--- src/rtl/wg_dispatch_ctrl_pkg.sv ---
// Shared widths, FSM state encoding and descriptor struct for the work-group dispatcher.
package wg_dispatch_ctrl_pkg;

  localparam int WG_ID_W     = 8;
  localparam int WF_COUNT_W  = 4;
  localparam int WAVE_ITEM_W = 6;
  localparam int MEM_ADDR_W  = 32;
  localparam int VGPR_ID_W   = 8;
  localparam int SGPR_ID_W   = 8;
  localparam int LDS_ID_W    = 10;
  localparam int GDS_ID_W    = 10;

  typedef enum logic [1:0] {
    ST_IDLE  = 2'd0,
    ST_ISSUE = 2'd1,
    ST_DRAIN = 2'd2,
    ST_DONE  = 2'd3
  } state_e;

  typedef struct packed {
    logic [WG_ID_W-1:0]     num_wg;
    logic [WF_COUNT_W-1:0]  num_wf;
    logic [WAVE_ITEM_W-1:0] wf_size;
    logic [MEM_ADDR_W-1:0]  start_pc;
    logic [MEM_ADDR_W-1:0]  pds_stride;
    logic [MEM_ADDR_W-1:0]  csr_knl;
    logic [VGPR_ID_W:0]     vgpr_pw;
    logic [SGPR_ID_W:0]     sgpr_pw;
    logic [LDS_ID_W:0]      lds;
  } knl_desc_t;

endpackage

--- src/rtl/wg_inflight_cnt.sv ---
// Outstanding work-group counter: up on issue, down on completion, sticky underflow flag.
module wg_inflight_cnt #(
  parameter int MAX_INFLIGHT = 4,
  parameter int CNT_W        = 3
) (
  input  logic             clk,
  input  logic             rst_n,
  input  logic             i_clr,
  input  logic             i_inc,
  input  logic             i_dec,
  output logic [CNT_W-1:0] o_cnt,
  output logic             o_full,
  output logic             o_err
);

  logic [CNT_W-1:0] r_cnt;
  logic             r_err;
  logic             w_zero;
  logic             w_dec_ok;

  assign w_zero   = (r_cnt == '0);
  // A completion with nothing outstanding is flagged, never counted.
  assign w_dec_ok = i_dec && !w_zero;

  always_ff @(posedge clk) begin
    if (!rst_n) begin
      r_cnt <= '0;
      r_err <= 1'b0;
    end else begin
      if (i_dec && w_zero) r_err <= 1'b1;
      if (i_clr)                    r_cnt <= '0;
      else if (i_inc && !w_dec_ok)  r_cnt <= r_cnt + 1'b1;
      else if (!i_inc && w_dec_ok)  r_cnt <= r_cnt - 1'b1;
    end
  end

  assign o_cnt  = r_cnt;
  assign o_full = (r_cnt >= CNT_W'(MAX_INFLIGHT));
  assign o_err  = r_err;

endmodule

--- src/rtl/wg_dispatch_ctrl.sv ---
// Kernel descriptor -> per-WG host_req issuer with bounded in-flight WGs.
// Optional WG_DISPATCH_PERF_EN adds perf_cycles_o (cycles spent in ISSUE+DRAIN).
module wg_dispatch_ctrl
  import wg_dispatch_ctrl_pkg::*;
#(
  parameter int MAX_INFLIGHT = 4,
  parameter int CNT_W        = 3
`ifdef WG_DISPATCH_PERF_EN
  , parameter int PERF_W     = 32
`endif
) (
  input  logic                   clk,
  input  logic                   rst_n,
  input  logic                   knl_valid_i,
  output logic                   knl_ready_o,
  input  logic [WG_ID_W-1:0]     knl_num_wg_i,
  input  logic [WF_COUNT_W-1:0]  knl_num_wf_i,
  input  logic [WAVE_ITEM_W-1:0] knl_wf_size_i,
  input  logic [MEM_ADDR_W-1:0]  knl_start_pc_i,
  input  logic [MEM_ADDR_W-1:0]  knl_pds_base_i,
  input  logic [MEM_ADDR_W-1:0]  knl_pds_stride_i,
  input  logic [MEM_ADDR_W-1:0]  knl_csr_knl_i,
  input  logic [VGPR_ID_W:0]     knl_vgpr_per_wf_i,
  input  logic [SGPR_ID_W:0]     knl_sgpr_per_wf_i,
  input  logic [LDS_ID_W:0]      knl_lds_size_i,
  output logic                   host_req_valid_o,
  input  logic                   host_req_ready_i,
  output logic [WG_ID_W-1:0]     host_req_wg_id_o,
  output logic [WF_COUNT_W-1:0]  host_req_num_wf_o,
  output logic [WAVE_ITEM_W-1:0] host_req_wf_size_o,
  output logic [MEM_ADDR_W-1:0]  host_req_start_pc_o,
  output logic [MEM_ADDR_W-1:0]  host_req_pds_baseaddr_o,
  output logic [MEM_ADDR_W-1:0]  host_req_csr_knl_o,
  output logic [VGPR_ID_W:0]     host_req_vgpr_size_total_o,
  output logic [SGPR_ID_W:0]     host_req_sgpr_size_total_o,
  output logic [LDS_ID_W:0]      host_req_lds_size_total_o,
  output logic [GDS_ID_W:0]      host_req_gds_size_total_o,
  output logic [MEM_ADDR_W-1:0]  host_req_gds_baseaddr_o,
  output logic [VGPR_ID_W:0]     host_req_vgpr_size_per_wf_o,
  output logic [SGPR_ID_W:0]     host_req_sgpr_size_per_wf_o,
  input  logic                   host_rsp_valid_i,
  output logic                   host_rsp_ready_o,
  input  logic [WG_ID_W-1:0]     host_rsp_wg_id_i,
  output logic                   busy_o,
  output logic                   knl_done_o,
  output logic [CNT_W-1:0]       inflight_o,
  output logic                   err_o
`ifdef WG_DISPATCH_PERF_EN
  , output logic [PERF_W-1:0]    perf_cycles_o
`endif
);

  state_e                r_state, w_state_nxt;
  knl_desc_t             r_desc;
  logic [WG_ID_W-1:0]    r_next_wg;
  logic [MEM_ADDR_W-1:0] r_pds_addr;
  logic [VGPR_ID_W:0]    r_vgpr_tot;
  logic [SGPR_ID_W:0]    r_sgpr_tot;
  logic                  w_knl_hs, w_req_hs, w_rsp_hs, w_last_wg, w_full, w_err;
  logic [CNT_W-1:0]      w_inflight;
  logic                  w_unused_rsp_id;

  // Completions are counted only; the returned id carries no routing meaning here.
  assign w_unused_rsp_id = ^host_rsp_wg_id_i;

  // Handshake-facing outputs are gated by rst_n so they drop in the cycle reset is seen.
  assign knl_ready_o      = rst_n && (r_state == ST_IDLE);
  assign host_req_valid_o = rst_n && (r_state == ST_ISSUE) && !w_full;
  assign host_rsp_ready_o = rst_n;

  assign w_knl_hs  = knl_valid_i && knl_ready_o;
  assign w_req_hs  = host_req_valid_o && host_req_ready_i;
  assign w_rsp_hs  = host_rsp_valid_i && host_rsp_ready_o;
  assign w_last_wg = (r_next_wg == r_desc.num_wg - 1'b1);

  wg_inflight_cnt #(
    .MAX_INFLIGHT (MAX_INFLIGHT),
    .CNT_W        (CNT_W)
  ) u_cnt (
    .clk   (clk),
    .rst_n (rst_n),
    .i_clr (w_knl_hs),
    .i_inc (w_req_hs),
    .i_dec (w_rsp_hs),
    .o_cnt (w_inflight),
    .o_full(w_full),
    .o_err (w_err)
  );

  always_ff @(posedge clk) begin
    if (!rst_n) r_state <= ST_IDLE;
    else        r_state <= w_state_nxt;
  end

  always_comb begin
    w_state_nxt = r_state;
    case (r_state)
      ST_IDLE:  if (w_knl_hs) w_state_nxt = (knl_num_wg_i == '0) ? ST_DONE : ST_ISSUE;
      ST_ISSUE: if (w_req_hs && w_last_wg) w_state_nxt = ST_DRAIN;
      // No issue happens in DRAIN, so the last completion is the one seen at count 1.
      ST_DRAIN: if (w_rsp_hs && (w_inflight == CNT_W'(1))) w_state_nxt = ST_DONE;
      ST_DONE:  w_state_nxt = ST_IDLE;
      default:  w_state_nxt = ST_IDLE;
    endcase
  end

  always_ff @(posedge clk) begin
    if (!rst_n) begin
      r_desc     <= '0;
      r_next_wg  <= '0;
      r_pds_addr <= '0;
      r_vgpr_tot <= '0;
      r_sgpr_tot <= '0;
    end else if (w_knl_hs) begin
      r_desc.num_wg     <= knl_num_wg_i;
      r_desc.num_wf     <= knl_num_wf_i;
      r_desc.wf_size    <= knl_wf_size_i;
      r_desc.start_pc   <= knl_start_pc_i;
      r_desc.pds_stride <= knl_pds_stride_i;
      r_desc.csr_knl    <= knl_csr_knl_i;
      r_desc.vgpr_pw    <= knl_vgpr_per_wf_i;
      r_desc.sgpr_pw    <= knl_sgpr_per_wf_i;
      r_desc.lds        <= knl_lds_size_i;
      r_next_wg         <= '0;
      r_pds_addr        <= knl_pds_base_i;
      // Totals wrap to the port width by construction of the multiply width.
      r_vgpr_tot        <= (VGPR_ID_W+1)'(knl_num_wf_i) * knl_vgpr_per_wf_i;
      r_sgpr_tot        <= (SGPR_ID_W+1)'(knl_num_wf_i) * knl_sgpr_per_wf_i;
    end else if (w_req_hs) begin
      r_next_wg  <= r_next_wg + 1'b1;
      r_pds_addr <= r_pds_addr + r_desc.pds_stride;
    end
  end

`ifdef WG_DISPATCH_PERF_EN
  logic [PERF_W-1:0] r_perf;

  always_ff @(posedge clk) begin
    if (!rst_n)
      r_perf <= '0;
    else if (w_knl_hs)
      r_perf <= '0;
    else if (((r_state == ST_ISSUE) || (r_state == ST_DRAIN)) && !(&r_perf))
      r_perf <= r_perf + 1'b1;
  end

  assign perf_cycles_o = r_perf;
`endif

  assign host_req_wg_id_o            = r_next_wg;
  assign host_req_num_wf_o           = r_desc.num_wf;
  assign host_req_wf_size_o          = r_desc.wf_size;
  assign host_req_start_pc_o         = r_desc.start_pc;
  assign host_req_pds_baseaddr_o     = r_pds_addr;
  assign host_req_csr_knl_o          = r_desc.csr_knl;
  assign host_req_vgpr_size_total_o  = r_vgpr_tot;
  assign host_req_sgpr_size_total_o  = r_sgpr_tot;
  assign host_req_lds_size_total_o   = r_desc.lds;
  assign host_req_gds_size_total_o   = '0;
  assign host_req_gds_baseaddr_o     = '0;
  assign host_req_vgpr_size_per_wf_o = r_desc.vgpr_pw;
  assign host_req_sgpr_size_per_wf_o = r_desc.sgpr_pw;

  assign busy_o     = (r_state != ST_IDLE);
  assign knl_done_o = (r_state == ST_DONE);
  assign inflight_o = w_inflight;
  assign err_o      = w_err;

endmodule

--- config.mk ---
export PLATFORM = sky130hd
export DESIGN_NAME = wg_dispatch_ctrl
export DESIGN_NICKNAME = d
export VERILOG_FILES = /design/src/rtl/wg_dispatch_ctrl_pkg.sv /design/src/rtl/wg_inflight_cnt.sv /design/src/rtl/wg_dispatch_ctrl.sv
export SDC_FILE = /design/constraint.sdc
export NUM_CORES = 1
export LEC_CHECK = 0
export CAP_MARGIN = 10
export CORE_MARGIN = 2
export CORE_UTILIZATION = 40
export DETAILED_ROUTE_END_ITERATION = 12
export PLACE_DENSITY = 0.74
export SYNTH_ARGS = -nofsm -noshare
export SYNTH_HDL_FRONTEND = slang
export SYNTH_SLANG_ARGS = --single-unit
export TNS_END_PERCENT = 100
--- constraint.sdc ---
create_clock -name clk -period 8.6 [get_ports clk]
set_clock_uncertainty 0.1 [all_clocks]
set_input_delay 1.72 -clock clk [delete_from_list [all_inputs] [get_ports clk]]
set_output_delay 1.72 -clock clk [all_outputs]
set_load 0.01 [all_outputs]
==> run summary <==
The worst setup path is captured at a primary output. Along the worst path, the maximum fanout reaches 119. At the later pin of the worst-skew pair, clock insertion delay measures 0.52 ns. After synthesis the netlist holds a flip-flop and latch count of 207. The final hold violation count came to 0. TritonCTS built the clock tree. The starting density of the core came out at 0.405.

The share of flip-flops with an asynchronous set or reset after synthesis came out at 0. The number of max-capacitance violations reported is 0. The number of vias per cell came out at 4.88. The data required time of the worst path came out at 6.78 ns. After clock tree synthesis, the clock-pin slew on the worst setup and hold paths is 0.05 ns.

The final worst slack is 3.54 ns. The highest clock frequency the design can meet is 198 MHz. Yosys mapped a number of flops with a built-in enable equal to 0. The area of the core region is 29600 µm². The HPWL after detailed placement is 23200 µm. The total clock sinks came out at 207. The final critical delay including setup and external delays is 5.06 ns. The instance area at placement came out at 14800 µm². The area share of the leading cell type in the synthesized netlist is 0.346. The tree is rooted in a clkbuf_16.

The headroom to the max-slew limit is 0.361. The share of the cycle needed by the critical path after routing is 0.588. The area enclosed by the die boundary is 31300 µm². The commonest cells after synthesis are nand2_1 (388), dfxtp_1 (207), o21ai_0 (195). The fraction of final layout cells sized beyond drive strength 1 is 0.0321. In this run the tool buffered the top-level ports with 349 buffer cells. The first global-routing pass estimated 50400 µm of wire. The critical path goes through buf_6, and3b_1, clkdlybuf4s50_1. Ranked by total cell area, the synthesized netlist is headed by dfxtp_1 (35%), nand2_1 (12%), buf_4 (9.2%). The number of buffers and inverters on the critical path is 2.

The number of search-and-repair iterations in the first detailed-routing pass is 6. The DRC violation count after routing is 0. The aggregate global routing overflow came out at 0. The summed instance area of the synthesized netlist is 12000 µm². The synthesized area per cell is 7.79 µm². The aggregate global-route resource usage came out at 0.196. The maximum number of buffers from clock root to sink is 3. The synthesized design spends more area on one cell type than any other, namely dfxtp_1. The number of instances in the synthesized netlist came out at 1535.

The master of the slowest instance on the critical path is buf_6. The final weighted congestion of routability-driven global placement is 0.832. The number of antenna violations at the first check in global routing was 3. From left edge to right edge, the die measures 177 µm. The count of nets left with antenna violations after detail routing came out at 0.

STA classifies the critical path startpoint as a primary input. The critical path's top delay family is buffers and inverters. The most used flip-flop cell after synthesis is dfxtp_1.

The flow ran to the end, and the final reports show no timing, DRC or antenna violations. For this design the static power due to leakage is 6.30 nW. The final setup TNS came out at 0 ns. The share of the Yosys chip area taken by registers is 0.346.

The number of DRC violations after detailed-routing iteration 0 is 606. The area growth from synthesis to layout is 29.8%. For the pin with the worst max-slew slack, the measured transition is 0.959 ns. The number of clock buffers inserted by TritonCTS came out at 24. The floorplan step set the die height to 177 µm.

Before CTS, the worst setup slack after placement is 3.20 ns. The final max-slew violation count came out at 0. The I/O pin count is 401. The pin count of the biggest net entering global routing came out at 187. The number of resized instances in the post-cts repair step came out at 0. The number of buffers inserted by hold repair at cts is 0. For this block, the routed nets add up to 31900 µm of wire. Yosys mapped the design onto 59 distinct sky130hd cell types.

Setup repair after global routing left no endpoint under its margin. Once layout is done, the placed cells without fillers occupy 15500 µm². The maximum level of the CTS H-tree is 1. The net count of the finished layout is 2003. The most common cell in the synthesized netlist is nand2_1. The number of warning messages in the yosys log came out at 0. In the final routed layout, each cell accounts on average for 14.9 µm. The power density normalized to cell area is 224 nW/µm². The worst hold path class is flip-flop to flip-flop.

In this design, the stage delay of the slowest critical-path cell is 0.57 ns. The endpoint arrival time on the critical path came out at 3.24 ns. The critical path is of the primary input to primary output type. In this run the post-CTS setup repair buffer count came out at 0. The largest voltage drop on the vdd net came out at 141 µV.

The via count of the first global-routing pass is 10079. The count of vias placed by the detailed router is 10433. The number of setup violations in the final report is 0.

The number of cell rows came out at 63.
-- registers in the layout, indices dropped and copies added, names as in the netlist --
register and flops:
r_desc 40, host_req_csr_knl_o 32, host_req_pds_baseaddr_o 32, host_req_start_pc_o 32
host_req_lds_size_total_o 11, host_req_sgpr_size_per_wf_o 9, host_req_sgpr_size_total_o 9, host_req_vgpr_size_per_wf_o 9
host_req_vgpr_size_total_o 9, host_req_wg_id_o 8, host_req_wf_size_o 6, host_req_num_wf_o 4
u_cnt.o_cnt 3, r_state 2, u_cnt.o_err 1
-- routing by layer --
metal / track usage / wire length (µm) / up-vias / share of wire
li1: - / - / 5290 / -
met4: 0.0585 / 924 / 0 / 0.029
met1: 0.241 / 13400 / 4772 / 0.42
met3: 0.0498 / 2370 / 55 / 0.074
met2: 0.337 / 15200 / 316 / 0.48
met5: 0 / 0 / - / 0
-- placed cells by master (no fill, tap or decap), drive strengths merged, types with 2 or more instances in the layout --
cell,n
nor3,7
nand2b,7
a21oi,46
xnor2,44
nand4,6
clkbuf,36
dfxtp,207
clkinv,5
a2111oi,2
and3,3
or3,3
a311oi,2
ha,61
nand3,31
a211oi,10
and2,34
nor4,4
clkdlybuf4s50,348
o211ai,16
nor2,40
diode,2
a31oi,13
mux2i,2
a21boi,3
conb,43
o211a,16
xor2,19
nand2,388
o21ai,202
o2111ai,2
buf,7
o21bai,7
a21o,23
nor2b,8
nand3b,2
fa,23
inv,57
o21a,5
-- kinds of logic after synthesis --
kind of cell,count (synthesis),share of synthesized area
AOI/OAI and AO/OA,355,0.178
xor gates and xnor gates,63,0.0461
adders and majority gates,84,0.102
buffers and inverters,285,0.136
DFF,207,0.346
muxes,2,0.00167
other,1,0.000314
and+or+nand+nor,538,0.190
-- path summary, 6_finish.rpt --
path,startpoint,end,slack (ns),depth (start not counted)
setup / recovery,rst_n,host_req_valid_o,3.54,3
setup reg to reg,host_req_pds_baseaddr_o[0]$_SDFFE_PN0P_,host_req_pds_baseaddr_o[30]$_SDFFE_PN0P_,5.49,12
hold reg to reg,host_req_start_pc_o[29]$_SDFFE_PN0P_,host_req_start_pc_o[29]$_SDFFE_PN0P_,0.35,2
hold / removal,host_req_start_pc_o[29]$_SDFFE_PN0P_,host_req_start_pc_o[29]$_SDFFE_PN0P_,0.35,2
-- cell type report --
type	instances	area, µm²
fill	2845	14000
multi-input combinational	1085	6360
sequential	207	4140
timing repair buffer	355	3550
clock buffer	36	727
tap	390	488
inverter	58	218
clock inverter	5	27.5
antenna	2	5.00
-- worst min-delay path: cells and delay by family (launching register included) --
| kind | cells | cell delay [ns] |
|---|---|---|
| DFF | 1 | 0.30 |
| AOI/OAI and AO/OA | 1 | 0.06 |
| and+or+nand+nor | 1 | 0.05 |
-- power by group --
group          internal (mW)  switching (mW)  leakage, nW
Clock                  0.578           0.403        0.373
Sequential              1.15           0.121         1.70
Combinational          0.611           0.617         4.22
Total                   2.34            1.14         6.30
-- metrics by stage --
stage	cells	util	total power [mW]	hold WS, ns
2_1_floorplan	1577	-	2.10	0.336
3_3_place_gp	2095	0.499	2.48	0.342
3_5_place_dp	2095	0.499	2.52	0.349
4_1_cts	2136	0.525	3.52	0.358
5_1_grt	2137	0.525	3.71	0.377
6_report	2138	0.525	3.48	0.353
Power figures use the tool's default switching activity.
